**src/rtl/multnxm_pkg.sv**
```systemverilog
// Shared types and defaults for the chunked sequential multiplier.
package multnxm_pkg;

  typedef enum logic [1:0] {
    IDLE,
    MUL,
    NEG
  } state_t;

  localparam int unsigned DEF_A_W     = 32;
  localparam int unsigned DEF_B_W     = 32;
  localparam int unsigned DEF_CHUNK_A = 8;
  localparam int unsigned DEF_CHUNK_B = 16;

  function automatic int unsigned chunk_count(input int unsigned w, input int unsigned c);
    return w / c;
  endfunction

endpackage

```
**src/rtl/multnxm_fast_if.sv**
```systemverilog
// Start/busy handshake and operand/result bus of multnxm_fast.
interface multnxm_fast_if
  import multnxm_pkg::*;
#(
  parameter int unsigned A_W = DEF_A_W,
  parameter int unsigned B_W = DEF_B_W
) ();

  logic                 start;
  logic                 signed_mode;
  logic [A_W-1:0]       a;
  logic [B_W-1:0]       b;
  logic                 busy;
  logic                 done;
  logic [A_W+B_W-1:0]   product;

  modport master (
    output start, signed_mode, a, b,
    input  busy, done, product
  );

  modport slave (
    input  start, signed_mode, a, b,
    output busy, done, product
  );

endinterface

```
**src/rtl/multnxm_fast_chunk.sv**
```systemverilog
// Combinational unsigned CHUNK_A x CHUNK_B multiplier; one instance serves every partial product.
module mult_chunk #(
  parameter int unsigned CHUNK_A = 8,
  parameter int unsigned CHUNK_B = 16
) (
  input  logic [CHUNK_A-1:0]         i_a,
  input  logic [CHUNK_B-1:0]         i_b,
  output logic [CHUNK_A+CHUNK_B-1:0] o_p
);

  localparam int unsigned P_W = CHUNK_A + CHUNK_B;

  assign o_p = P_W'(i_a) * P_W'(i_b);

endmodule

```
**src/rtl/multnxm_fast.sv**
```systemverilog
// Sequential A_W x B_W multiplier: accumulates nonzero chunk-pair partial products,
// then optionally negates for signed operands of opposite sign.
module multnxm_fast
  import multnxm_pkg::*;
#(
  parameter int unsigned A_W     = DEF_A_W,
  parameter int unsigned B_W     = DEF_B_W,
  parameter int unsigned CHUNK_A = DEF_CHUNK_A,
  parameter int unsigned CHUNK_B = DEF_CHUNK_B
) (
  input  logic          clk,
  input  logic          reset,
  multnxm_fast_if.slave bus
);

  localparam int unsigned NA  = chunk_count(A_W, CHUNK_A);
  localparam int unsigned NB  = chunk_count(B_W, CHUNK_B);
  localparam int unsigned P_W = A_W + B_W;
  localparam int unsigned C_W = CHUNK_A + CHUNK_B;

  generate
    if ((A_W % CHUNK_A) != 0 || (B_W % CHUNK_B) != 0) begin : g_width_err
      $error("multnxm_fast: A_W and B_W must be multiples of CHUNK_A and CHUNK_B");
    end
  endgenerate

  state_t           r_state;
  state_t           w_state_nxt;
  logic             r_mode;
  logic             r_sign_a;
  logic             r_sign_b;
  logic [A_W-1:0]   r_a_mag;
  logic [B_W-1:0]   r_b_mag;
  logic [NA-1:0]    r_mask_a;
  logic [NB-1:0]    r_mask_b;
  logic [NA-1:0]    r_pend_a;
  logic [NB-1:0]    r_pend_b;
  logic [P_W-1:0]   r_product;
  logic             r_done;

  logic             w_sign_a_in;
  logic             w_sign_b_in;
  logic [A_W-1:0]   w_a_mag_in;
  logic [B_W-1:0]   w_b_mag_in;
  logic [NA-1:0]    w_mask_a_in;
  logic [NB-1:0]    w_mask_b_in;

  logic [NA-1:0]    w_low_a;
  logic [NB-1:0]    w_low_b;
  logic [NA-1:0]    w_pend_a_nxt;
  logic [NB-1:0]    w_pend_b_nxt;
  logic [CHUNK_A-1:0] w_chunk_a;
  logic [CHUNK_B-1:0] w_chunk_b;
  logic [31:0]      w_sh_a;
  logic [31:0]      w_sh_b;
  logic [C_W-1:0]   w_pp;
  logic [P_W-1:0]   w_pp_sh;
  logic             w_k_zero;
  logic             w_mul_last;
  logic             w_negate;

  // Operand magnitudes and nonzero-chunk masks, captured on an accepted start.
  always_comb begin
    w_sign_a_in = bus.signed_mode & bus.a[A_W-1];
    w_sign_b_in = bus.signed_mode & bus.b[B_W-1];
    w_a_mag_in  = w_sign_a_in ? -bus.a : bus.a;
    w_b_mag_in  = w_sign_b_in ? -bus.b : bus.b;
    w_mask_a_in = '0;
    w_mask_b_in = '0;
    for (int unsigned k = 0; k < NA; k++) begin
      w_mask_a_in[k] = |w_a_mag_in[k*CHUNK_A +: CHUNK_A];
    end
    for (int unsigned k = 0; k < NB; k++) begin
      w_mask_b_in[k] = |w_b_mag_in[k*CHUNK_B +: CHUNK_B];
    end
  end

  // r_pend_a holds the a-chunks still to visit for the current b-chunk (lowest set
  // bit of r_pend_b); it is reloaded from r_mask_a whenever that b-chunk is exhausted.
  always_comb begin
    w_low_a      = r_pend_a & (-r_pend_a);
    w_low_b      = r_pend_b & (-r_pend_b);
    w_pend_a_nxt = r_pend_a & ~w_low_a;
    w_pend_b_nxt = r_pend_b & ~w_low_b;
    w_chunk_a    = '0;
    w_chunk_b    = '0;
    w_sh_a       = '0;
    w_sh_b       = '0;
    for (int unsigned k = 0; k < NA; k++) begin
      if (w_low_a[k]) begin
        w_chunk_a = r_a_mag[k*CHUNK_A +: CHUNK_A];
        w_sh_a    = k * CHUNK_A;
      end
    end
    for (int unsigned k = 0; k < NB; k++) begin
      if (w_low_b[k]) begin
        w_chunk_b = r_b_mag[k*CHUNK_B +: CHUNK_B];
        w_sh_b    = k * CHUNK_B;
      end
    end
  end

  mult_chunk #(
    .CHUNK_A (CHUNK_A),
    .CHUNK_B (CHUNK_B)
  ) u_mult_chunk (
    .i_a (w_chunk_a),
    .i_b (w_chunk_b),
    .o_p (w_pp)
  );

  assign w_pp_sh    = P_W'(w_pp) << (w_sh_a + w_sh_b);
  assign w_k_zero   = ~(|r_pend_a) | ~(|r_pend_b);
  assign w_mul_last = w_k_zero | ((w_pend_a_nxt == '0) & (w_pend_b_nxt == '0));
  assign w_negate   = r_mode & (r_sign_a ^ r_sign_b) & (|r_mask_a) & (|r_mask_b);

  always_ff @(posedge clk or negedge reset) begin
    if (!reset) begin
      r_state <= IDLE;
    end else begin
      r_state <= w_state_nxt;
    end
  end

  always_comb begin
    w_state_nxt = r_state;
    unique case (r_state)
      IDLE:    if (bus.start) w_state_nxt = MUL;
      MUL:     if (w_mul_last) w_state_nxt = w_negate ? NEG : IDLE;
      NEG:     w_state_nxt = IDLE;
      default: w_state_nxt = IDLE;
    endcase
  end

  always_ff @(posedge clk or negedge reset) begin
    if (!reset) begin
      r_mode    <= 1'b0;
      r_sign_a  <= 1'b0;
      r_sign_b  <= 1'b0;
      r_a_mag   <= '0;
      r_b_mag   <= '0;
      r_mask_a  <= '0;
      r_mask_b  <= '0;
      r_pend_a  <= '0;
      r_pend_b  <= '0;
      r_product <= '0;
      r_done    <= 1'b0;
    end else begin
      r_done <= (r_state != IDLE) && (w_state_nxt == IDLE);
      unique case (r_state)
        IDLE: begin
          if (bus.start) begin
            r_mode    <= bus.signed_mode;
            r_sign_a  <= w_sign_a_in;
            r_sign_b  <= w_sign_b_in;
            r_a_mag   <= w_a_mag_in;
            r_b_mag   <= w_b_mag_in;
            r_mask_a  <= w_mask_a_in;
            r_mask_b  <= w_mask_b_in;
            r_pend_a  <= w_mask_a_in;
            r_pend_b  <= w_mask_b_in;
            r_product <= '0;
          end
        end
        MUL: begin
          if (!w_k_zero) begin
            r_product <= r_product + w_pp_sh;
            if (w_pend_a_nxt == '0) begin
              r_pend_a <= r_mask_a;
              r_pend_b <= w_pend_b_nxt;
            end else begin
              r_pend_a <= w_pend_a_nxt;
            end
          end
        end
        NEG: begin
          r_product <= -r_product;
        end
        default: ;
      endcase
    end
  end

  assign bus.busy    = (r_state != IDLE);
  assign bus.done    = r_done;
  assign bus.product = r_product;

endmodule

```
**src/flat_wrapper.sv**
```systemverilog
// flat-port wrapper written by rule: the top's interface ports become plain ports
module multnxm_fast_flat import multnxm_pkg::*;
#(
  parameter int unsigned A_W     = DEF_A_W,
  parameter int unsigned B_W     = DEF_B_W,
  parameter int unsigned CHUNK_A = DEF_CHUNK_A,
  parameter int unsigned CHUNK_B = DEF_CHUNK_B
)
  (clk, reset, bus_start, bus_signed_mode, bus_a, bus_b, bus_busy, bus_done, bus_product);
  multnxm_fast_if #(.A_W(A_W), .B_W(B_W)) bus_i ();
  input  logic clk;
  input  logic reset;
  input wire logic [$bits(bus_i.start)-1:0] bus_start;
  input wire logic [$bits(bus_i.signed_mode)-1:0] bus_signed_mode;
  input wire logic [$bits(bus_i.a)-1:0] bus_a;
  input wire logic [$bits(bus_i.b)-1:0] bus_b;
  output wire logic [$bits(bus_i.busy)-1:0] bus_busy;
  output wire logic [$bits(bus_i.done)-1:0] bus_done;
  output wire logic [$bits(bus_i.product)-1:0] bus_product;
  assign bus_i.start = bus_start;
  assign bus_i.signed_mode = bus_signed_mode;
  assign bus_i.a = bus_a;
  assign bus_i.b = bus_b;
  assign bus_busy = bus_i.busy;
  assign bus_done = bus_i.done;
  assign bus_product = bus_i.product;
  multnxm_fast #(.A_W(A_W), .B_W(B_W), .CHUNK_A(CHUNK_A), .CHUNK_B(CHUNK_B)) u_core (.clk(clk), .reset(reset), .bus(bus_i));
endmodule
```
**config.mk**
```make
export PLATFORM = sky130hd
export DESIGN_NAME = multnxm_fast_flat
export DESIGN_NICKNAME = d
export VERILOG_FILES = /design/src/rtl/multnxm_pkg.sv /design/src/rtl/multnxm_fast_if.sv /design/src/rtl/multnxm_fast_chunk.sv /design/src/rtl/multnxm_fast.sv /design/src/flat_wrapper.sv
export SDC_FILE = /design/constraint.sdc
export NUM_CORES = 1
export LEC_CHECK = 0
export CORE_MARGIN = 2
export CORE_UTILIZATION = 35
export DETAILED_ROUTE_END_ITERATION = 8
export MAX_ROUTING_LAYER = met4
export PLACE_DENSITY_LB_ADDON = 0.12
export RECOVER_POWER = 100
export SLEW_MARGIN = 0
export SYNTH_ARGS = -nofsm -noshare
export SYNTH_HDL_FRONTEND = slang
export SYNTH_HIERARCHICAL = 1
export SYNTH_SLANG_ARGS = --single-unit
```
**constraint.sdc**
```tcl
create_clock -name clk -period 17.6 [get_ports clk]
set_input_delay 4.4 -clock clk [delete_from_list [all_inputs] [get_ports clk]]
set_output_delay 4.4 -clock clk [all_outputs]
set_load 0.01 [all_outputs]
```
After elaboration in Yosys (flattened, before gate mapping)
Cells that the tools add are included.

Logic and storage cells: 92. Bits of input ports: 68. Flip-flop bits (word level): 146. Output and inout bits: 66.

Mux-type cells: 27. Bitwise gates (word level): 17. Shift-type cells: 1. Reductions and logical operators: 22. Add/sub/neg operators: 7. Equality and inequality tests: 5. Multipliers: 1.

Operator list (number): case mux 64 bit (3 select lines) (1); 2-to-1 mux 64 bit (2); adder 64 bit (1); 2-to-1 mux 32 bit (2); negation 32 bit (2); negation 64 bit (1); << shifter 24 x 32 -> 64 bit (1); 2-to-1 mux 16 bit (2); 2-to-1 mux 8 bit (4); OR reduction 16 bit (2); OR reduction 8 bit (4); multiplier 8 x 16 -> 24 bit (1); 2-to-1 mux 4 bit (4); 2-to-1 mux 5 bit (3); 2-to-1 mux 2 bit (6); bitwise AND 4 bit (2); case mux 2 bit (2 select lines) (2); case mux 4 bit (2 select lines) (1); OR reduction 4 bit (2); adder 5 x 5 -> 6 bit (1); bitwise AND 1 bit (6); logical NOT 2 bit (3); AND reduction 3 bit (2); bitwise AND 2 bit (2); other kinds (18) (23).

Logic depth before layout (Yosys ltp)
Gate-level depths: netlist of the first run.

Depth in word-level cells: 11. Mapped depth: 38. Mapped depth without buffers: 33.

Cells and area by module
The synthesis of the first run kept the hierarchy.

Modules (own cells, without submodules): multnxm_fast (sequential area each 3653.5 um2, instances 1, area each 14411.3 um2, cells each 1945); mult_chunk (sequential area each 0.0 um2, instances 1, area each 4088.9 um2, cells each 477).

Worst setup path before layout of the first run
OpenSTA, ideal clock, no wires.

Kind: register to register. Start: reg u_core.r_pend_a[0]. End: reg u_core.r_product[52], in the netlist u_core/bus.product[52]. Period minus slack after synthesis: 8600 ps. Library setup time: 126 ps. Required time: 17474 ps. Cell stages (with the launch flop): 36. Slack: 9000 ps. Buffers on the path: 6. Data arrival time: 8474 ps. Path through: dfrtp_1 clkbuf_1 clkbuf_1 clkbuf_1 nor2_1 a221o_1 clkbuf_1 and2_1 fa_1 fa_1 fa_1 inv_1 fa_1 inv_1 ha_1 buf_2 a211o_1 a21oi_1 o21ai_1 a221oi_1 o21ai_1 xor2_1 mux2i_1 o21ai_0 nor2b_1 ha_1 clkbuf_1 and4_1 o21ai_0 or4_1 a31oi_1 o211ai_1 a2111oi_0 nor2_1 xnor2_1 a221o_1.

Word-level cells in the longest chain between the ends: 11. Elaborated cells between the ends (all ways): 20. Those cells by class: add/sub: 3; mul: 1; eq/ne: 1; shift: 1; mux: 9; bitwise: 3; reduce/logical: 2.

Ends and longest elaborated chain: from (decl) (line multnxm_fast.sv:36) `logic [NA-1:0] r_pend_a;`; from (signal assigned) (line multnxm_fast.sv:160) `r_pend_a <= w_mask_a_in;`; from (signal assigned) (line multnxm_fast.sv:169) `r_pend_a <= r_mask_a;`; from (signal assigned) (line multnxm_fast.sv:172) `r_pend_a <= w_pend_a_nxt;`; negation 4 bit (line multnxm_fast.sv:81) `w_low_a = r_pend_a & (-r_pend_a);`; bitwise AND 4 bit * (line multnxm_fast.sv:81); 2-to-1 mux 8 bit (3 in a row) (line multnxm_fast.sv:90) `if (w_low_a[k]) begin`; 2-to-1 mux 8 bit * (line multnxm_fast.sv:90); via u_core.w_chunk_a[6] (line multnxm_fast.sv:52) `logic [CHUNK_A-1:0] w_chunk_a;`; multiplier 8 x 16 -> 24 bit * (line multnxm_fast_chunk.sv:13) `assign o_p = P_W'(i_a) * P_W'(i_b);`; via u_core.w_pp[22] (line multnxm_fast.sv:56) `logic [C_W-1:0] w_pp;`; << shifter 24 x 32 -> 64 bit * (line multnxm_fast.sv:112) `assign w_pp_sh = P_W'(w_pp) << (w_sh_a + w_sh_b);`; adder 64 bit * (line multnxm_fast.sv:167) `r_product <= r_product + w_pp_sh;`; 2-to-1 mux 64 bit * (line multnxm_fast.sv:166) `if (!w_k_zero) begin`; case mux 64 bit (3 select lines) * (line multnxm_fast.sv:150) `unique case (r_state)`; to (signal assigned) (line multnxm_fast.sv:167); to (signal assigned) (line multnxm_fast.sv:177) `r_product <= -r_product;`; to (decl) (line multnxm_fast.sv:38) `logic [P_W-1:0] r_product;`.

Mark *: on every way through the listed nets, which the timed path passes. The rest lies on a longest branch. The select of a mux whose other input is x is not followed. A chain may end at the register's enable or synchronous reset.

Worst setup path in the final report of the first run
Start: reg u_core.r_pend_a[0]. End: reg u_core.r_product[60], in the netlist u_core/bus.product[60].

The elaborated chain is that of the path after synthesis.

==> summary.md, run 1 <==
| Metric | Value |
|---|---|
| Status | `finished, violations left` |
| Violated checks | `capacitance limit, slew limit` |
| GRT Residual Overflow | `0` |
| Initial DRC count | `1100` |
| Clk root buf | `clkbuf_16` |
| Vias/cell | `5.67` |
| Final-report max-slew violation count | `381` |
| Clk_lat worst skew | `0.49 ns` |
| Vias in the first global route | `17.7k` |
| Core area | `52400 µm²` |
| Max Clk Rate | `81.9 MHz` |
| Height of the chip | `234 µm` |
| FF-to-FF setup slack | `5.40 ns` |
| Rows | `84` |
| Gr usage total | `25.1%` |
| RR Endpoint | `u_core/bus.product[60]` |
| Synth area leader | `dfrtp_1` |
| Full die area | `54700 µm²` |
| IO Pins | `134` |
| Hold Fails Final Rpt | `0` |
| Worst Clk Skew | `0.00998 ns` |
| Largest cells by area after synthesis | `dfrtp_1 (20%), fa_1 (9.2%), ha_1 (8.0%), o21ai_0 (6.7%), nand2_1 (6.0%)` |
| Syn nets | `2693` |
| Finish-stage setup viols | `0` |
| Warnings, synthesis | `6` |
| CP Data Arrival Time | `12.63 ns` |
| Fill count | `5472` |
| Worst Hold Path Cells | `2` |
| Crit share post-route | `69.3%` |
| Worst rel slew slack | `-134%` |
| Most frequent cells in the layout | `nand2_1 (296), o21ai_0 (249), nor2_1 (158), dfrtp_1 (146), a21oi_1 (144)` |
| Routability congestion estimate | `0.949` |
| Worst path slowest cell | `nor4b_1` |
| Postcts setup bufs | `0` |
| Pre-antenna DRT Iters | `5` |
| Initial Util | `35.3%` |
| RR Startpoint | `u_core/r_pend_a[0]` |
| First-pass GRT wire length | `103000 µm` |
| Average cell area after synthesis | `7.64 µm²` |
| Number of buffers inserted by hold repair at cts | `0` |
| Synth Cell Area | `18500 µm²` |
| Critical path type | `register to register` |
| CTS buffer count | `17` |
| Cells after Synth | `2422` |
| Reg clk slew, reported paths | `0.07 ns` |
| WL final | `65600 µm` |
| Most used DFF post-synth | `dfrtp_1` |
| Port Buf Inserts | `133` |
| Most common cell after layout, fill and taps aside | `nand2_1` |
| Worst Setup End Kind | `register` |
| CTS tree | `built` |
| Post-synthesis sequential area ratio | `19.7%` |
| Synth top area share | `19.7%` |
| Post-route DRC | `0` |
| Area delta synth->final | `12.5%` |
| Worst hold start | `u_core/r_b_mag[26]` |
| CTS sink cnt | `146` |
| Largest net degree at the start of global routing | `79` |
| Ys async rst share | `100%` |
| ANT nets after route | `0` |
| Max Root-Sink Buffers | `2` |
| Die Width | `234 µm` |
| Total number of vias | `17.9k` |
| Initial antenna violation count | `0` |
| RSZ-0062 raised after global routing | `no` |
| Share of layout cells above drive strength 1 | `3.36%` |
| Worst hold path type | `register to register` |
| CP max stage delay | `1.53 ns` |
| Htree depth | `4` |
| Synthesized flop and latch total | `146` |
| CP Data Required Time | `18.03 ns` |
| Worst Tran Pin Value | `3.52 ns` |
| Crit path max fanout | `28` |
| HPWL Detailed | `51400 µm` |
| Setup tns final | `0 ns` |
| Max-cap violation count | `8` |
| Final min period | `12.20 ns` |
| Distinct cells, synth | `87` |
| Fin nets | `2729` |
| Antenna Cells | `0` |
| DR WL/cell | `20.8 µm` |
| CP Launch Type | `register` |
| Resized cells post-CTS | `0` |
| Hold EP | `u_core/r_b_mag[26]` |
| Number of synthesized flops with an enable pin | `0` |
| Register-to-Register Path Depth | `30` |
==> how the worst max path moves through the flow <==
stage | from | to | slack, ns | cells after the start
after floorplan | u_core/r_pend_a[0] | u_core/bus.product[52] | 9.00 | 35
after global placement | u_core/r_pend_a[0] | u_core/bus.product[60] | 6.53 | 29
after CTS | u_core/r_pend_a[1] | u_core/bus.product[60] | 6.38 | 29
after detailed placement | u_core/r_pend_a[1] | u_core/bus.product[60] | 6.41 | 29
after global routing | u_core/r_pend_a[0] | u_core/bus.product[60] | 4.63 | 29
final | u_core/r_pend_a[0] | u_core/bus.product[60] | 5.40 | 30
==> final cells by class <==
cell class                      instances  area [µm²]  share of cell area [%]
Inverter                              135         507                    2.43
Sequential cell                       146        3650                    17.5
Tap cell                              688         861                    4.13
Clock buffer                           19         443                    2.13
Timing Repair Buffer                  150        1430                    6.87
Multi-Input combinational cell       2008       13800                    66.3
Clock inverter                         13         113                   0.541
==> metrics by stage <==
stage               hold slack (ns)  instance area, µm²  setup slack [ns]  instances  utilization [%]
detailed placement            0.472               20300              6.41       3127             38.8
CTS                           0.487               20900              6.38       3159             39.8
global route                  0.507               20800              4.63       3159             39.7
floorplan                     0.447               18500              9.00       2422                -
global placement              0.465               20300              6.53       3127             38.8
finish                        0.481               20800              5.40       3159             39.7
==> flip-flops by register name (all words and copies together), names as in the netlist <==
| name | count |
|---|---|
| u_core/r_mode | 1 |
| u_core/r_b_mag | 32 |
| u_core/bus.product | 64 |
| u_core/r_sign_b | 1 |
| u_core/r_sign_a | 1 |
| u_core/r_state | 2 |
| u_core/r_mask_a | 4 |
| u_core/r_pend_a | 4 |
| u_core/r_mask_b | 2 |
| u_core/bus.done | 1 |
| u_core/r_a_mag | 32 |
| u_core/r_pend_b | 2 |
==> cells by family (layout without fill, tap and decap cells) <==
group,after synthesis,after routing,share of synthesized area [%]
mux,42,42,2.30
simple gates,927,927,24.9
fa+ha+maj,204,204,17.2
buf+inv,268,317,5.53
flops,146,146,19.7
xor+xnor,133,133,6.30
compound gates,702,702,24.0
==> layer usage <==
layer,GRT usage (%),routed length (µm),vias to the layer above
li1,-,-,8701
met1,30.0,28100,8686
met2,44.0,33600,429
met3,2.33,2190,97
met4,8.86,1820,0
met5,-,0,-
==> cells in the mapped netlist (9+ instances only) <==
master / number
a211oi_1: 11
o22ai_1: 17
or4_1: 16
xnor2_1: 67
or2_2: 16
ha_1: 118
nor3_1: 85
inv_1: 134
dfrtp_1: 146
and2_1: 123
a22oi_1: 34
o32ai_1: 9
o21bai_1: 13
and3_1: 17
nand3_1: 44
nor2_1: 159
fa_1: 85
nand4_1: 29
nand2_1: 296
o211ai_1: 10
nor2b_1: 30
o31ai_1: 26
xor2_1: 66
or3_1: 34
buf_1: 9
mux2i_1: 38
a22o_1: 25
a21oi_1: 144
nor4_1: 19
o21ai_0: 247
nand2b_1: 26
clkbuf_1: 116
o221ai_1: 13
a221o_1: 12
o21a_1: 22
a21o_1: 40
a31oi_1: 16
==> critical path: cells and delay by family (launching register included) <==
kind | cells | cell delay [ns]
AO/OA/AOI/OAI | 13 | 5.19
adder cells (fa/ha/maj) | 6 | 2.77
AND/OR/NAND/NOR | 6 | 2.67
flip-flops | 1 | 0.66
XOR/XNOR | 1 | 0.44
multiplexers | 1 | 0.24
buffers and inverters | 3 | 0.15
Power of run 1 is not shown: default switching activity piles up to over one toggle a cycle in this logic, so the estimate is an artifact.
==> inputs of run 2 (changes only) <==
==> constraint.sdc (replaced) <==
create_clock -name clk -period 12.3 [get_ports clk]
set_input_delay 3.075 -clock clk [delete_from_list [all_inputs] [get_ports clk]]
set_output_delay 3.075 -clock clk [all_outputs]
set_load 0.01 [all_outputs]
==> run 2 against run 1 <==
- the run still ends with capacitance limit, slew limit left
- routed wire length shrank 0.32%
- register-to-register slack lost 4.4 ns
- critical path depth shrank 1
- final cell count is essentially flat
- via count shrank 0.15%
- fmax grew 8.2%
- cell area grew 0.29%
- first-iteration DRC count grew 1.7%
- non-clock buffer count shrank 2
- sequential cell count is the same
- die area is the same
- clock skew grew 0.0073 ns
- critical endpoint unchanged
- highest routed layer unchanged
==> summary.md, run 2 (synthesized netlist as in run 1, its figures left out) <==
| Metric | Value |
|---|---|
| Status | `finished, violations left` |
| Violated checks | `capacitance limit, slew limit` |
| CP Launch Type | `register` |
| Vias in the first global route | `17.9k (+1.4%)` |
| Worst Tran Pin Value | `4.21 ns (+0.695 ns)` |
| Clk_lat worst skew | `0.49 ns (about the same)` |
| Initial DRC count | `1119 (+1.7%)` |
| DP Area | `20300 µm² (about the same)` |
| Register-to-Register Path Depth | `29 (-3.3%)` |
| Hold Fails Final Rpt | `0 (unchanged)` |
| Share of layout cells above drive strength 1 | `3.48% (+0.12 points)` |
| Rows | `84 (unchanged)` |
| ANT nets after route | `0 (unchanged)` |
| Worst path slowest cell | `a2111oi_0` |
| RR Endpoint | `u_core/bus.product[60]` |
| RSZ-0062 raised after global routing | `no` |
| Worst hold path type | `register to register` |
| Max Root-Sink Buffers | `2 (unchanged)` |
| RR Startpoint | `u_core/r_pend_a[1]` |
| Setup tns final | `0 ns (unchanged)` |
| Most frequent cells in the layout | `nand2_1 (296), o21ai_0 (248), nor2_1 (158), dfrtp_1 (146), a21oi_1 (143)` |
| Height of the chip | `234 µm (unchanged)` |
| Routability congestion estimate | `0.953 (+0.41%)` |
| CP Data Required Time | `12.73 ns (-5.30 ns)` |
| Gr usage total | `25.1% (-0.034 points)` |
| Postcts setup bufs | `0 (unchanged)` |
| Max reg flops | `64 (unchanged)` |
| Hold EP | `u_core/r_b_mag[8]` |
| Critical path type | `register to register` |
| Htree depth | `4 (unchanged)` |
| Antenna Cells | `0 (unchanged)` |
| Total number of vias | `17.9k (-0.15%)` |
| Full die area | `54700 µm² (unchanged)` |
| FF-to-FF setup slack | `1.02 ns (-4.37 ns)` |
| WL final | `65400 µm (-0.32%)` |
| DR WL/cell | `20.7 µm (-0.26%)` |
| First-pass GRT wire length | `103000 µm (+0.12%)` |
| Fin area | `20900 µm² (+0.29%)` |
| Worst Setup End Kind | `register` |
| Crit share post-route | `91.7% (+22 points)` |
| Worst rel slew slack | `-181% (-46 points)` |
| Reg clk slew, reported paths | `0.08 ns (about the same)` |
| Fin nets | `2727 (-0.073%)` |
| Worst hold start | `u_core/r_b_mag[8]` |
| Final min period | `11.28 ns (-0.927 ns)` |
| Post-route DRC | `0 (unchanged)` |
| Most common cell after layout, fill and taps aside | `nand2_1` |
| Worst Clk Skew | `0.0173 ns (+0.00734 ns)` |
| CTS tree | `built` |
| Pre-antenna DRT Iters | `5 (unchanged)` |
| Fin util | `39.8% (+0.11 points)` |
| Port Buf Inserts | `133 (unchanged)` |
| CTS buffer count | `17 (unchanged)` |
| Clk root buf | `clkbuf_16` |
| Crit path max fanout | `22 (-21%)` |
| Max Clk Rate | `88.7 MHz (+8.2%)` |
| Max-cap violation count | `6 (-2)` |
| Area delta synth->final | `12.9%` |
| Worst Hold Path Cells | `2 (unchanged)` |
| Initial antenna violation count | `0 (unchanged)` |
| Core area | `52400 µm² (unchanged)` |
| HPWL Detailed | `51600 µm (+0.46%)` |
| Largest net degree at the start of global routing | `124 (+57%)` |
| IO Pins | `134 (unchanged)` |
| CP Data Arrival Time | `11.71 ns (-0.92 ns)` |
| CTS sink cnt | `146 (unchanged)` |
| Resized cells post-CTS | `0 (unchanged)` |
| Vias/cell | `5.67 (about the same)` |
| Finish-stage setup viols | `0 (unchanged)` |
| Initial Util | `35.3% (unchanged)` |
| GRT Residual Overflow | `0 (unchanged)` |
| CP max stage delay | `1.06 ns (-0.47 ns)` |
| Die Width | `234 µm (unchanged)` |
| Final-report max-slew violation count | `357 (-6.3%)` |
| Number of buffers inserted by hold repair at cts | `0 (unchanged)` |
| Hold Slack | `0.482 ns (+0.00138 ns)` |
-- run 2: cell types whose count changed in the layout (fill, tap and decap cells not counted), moves of 2 or more --
cell / previous run / this run
inv_6: 7 / 2
inv_8: 1 / 6
buf_4: 11 / 9
clkinvlp_4: 3 / 1
-- run 2: per-stage QoR --
| stage | instances | setup WS (ns) |
|---|---|---|
| after floorplan | 2422 | 3.70 |
| after global routing | 3157 | 0.310 |
| after CTS | 3157 | 1.12 |
| final | 3157 | 1.02 |
| after detailed placement | 3125 | 1.14 |
| after global placement | 3125 | 1.18 |
-- run 2: worst max path at each step --
stage,to,slack (ns),cells after the start,start
after floorplan,u_core/bus.product[52],3.70,35,u_core/r_pend_a[0]
after global placement,u_core/bus.product[60],1.18,29,u_core/r_pend_a[0]
after detailed placement,u_core/bus.product[60],1.14,29,u_core/r_pend_a[1]
after CTS,u_core/bus.product[60],1.12,29,u_core/r_pend_a[1]
after global routing,u_core/bus.product[60],0.31,29,u_core/r_pend_a[0]
final,u_core/bus.product[60],1.02,29,u_core/r_pend_a[1]
-- run 2: metal layers --
layer	global-route usage (%)	routed length [µm]	share of wire, %
met5	-	0	0
met4	10.0	2260	3.5
met3	2.55	2210	3.4
met2	43.7	33100	51
met1	29.6	27800	43
-- run 2: cell type report --
class	instances	area, µm²
Clock buffer	18	439
Clock inverter	14	165
Fill cell	5518	31600
Inverter	135	507
Multi-Input combinational cell	2008	13800
Sequential cell	146	3650
Tap cell	688	861
Timing Repair Buffer	148	1420
-- run 2: worst max-delay path, delay by kind of cell, from the launching register on --
family	cells	cell delay (ns)
adders and majority gates	6	2.79
and+or+nand+nor	7	2.16
xor gates and xnor gates	1	0.48
DFF	1	0.64
muxes	1	0.18
buffers and inverters	3	0.14
AOI/OAI and AO/OA	11	4.81
Power of run 2 is left out for the same reason.
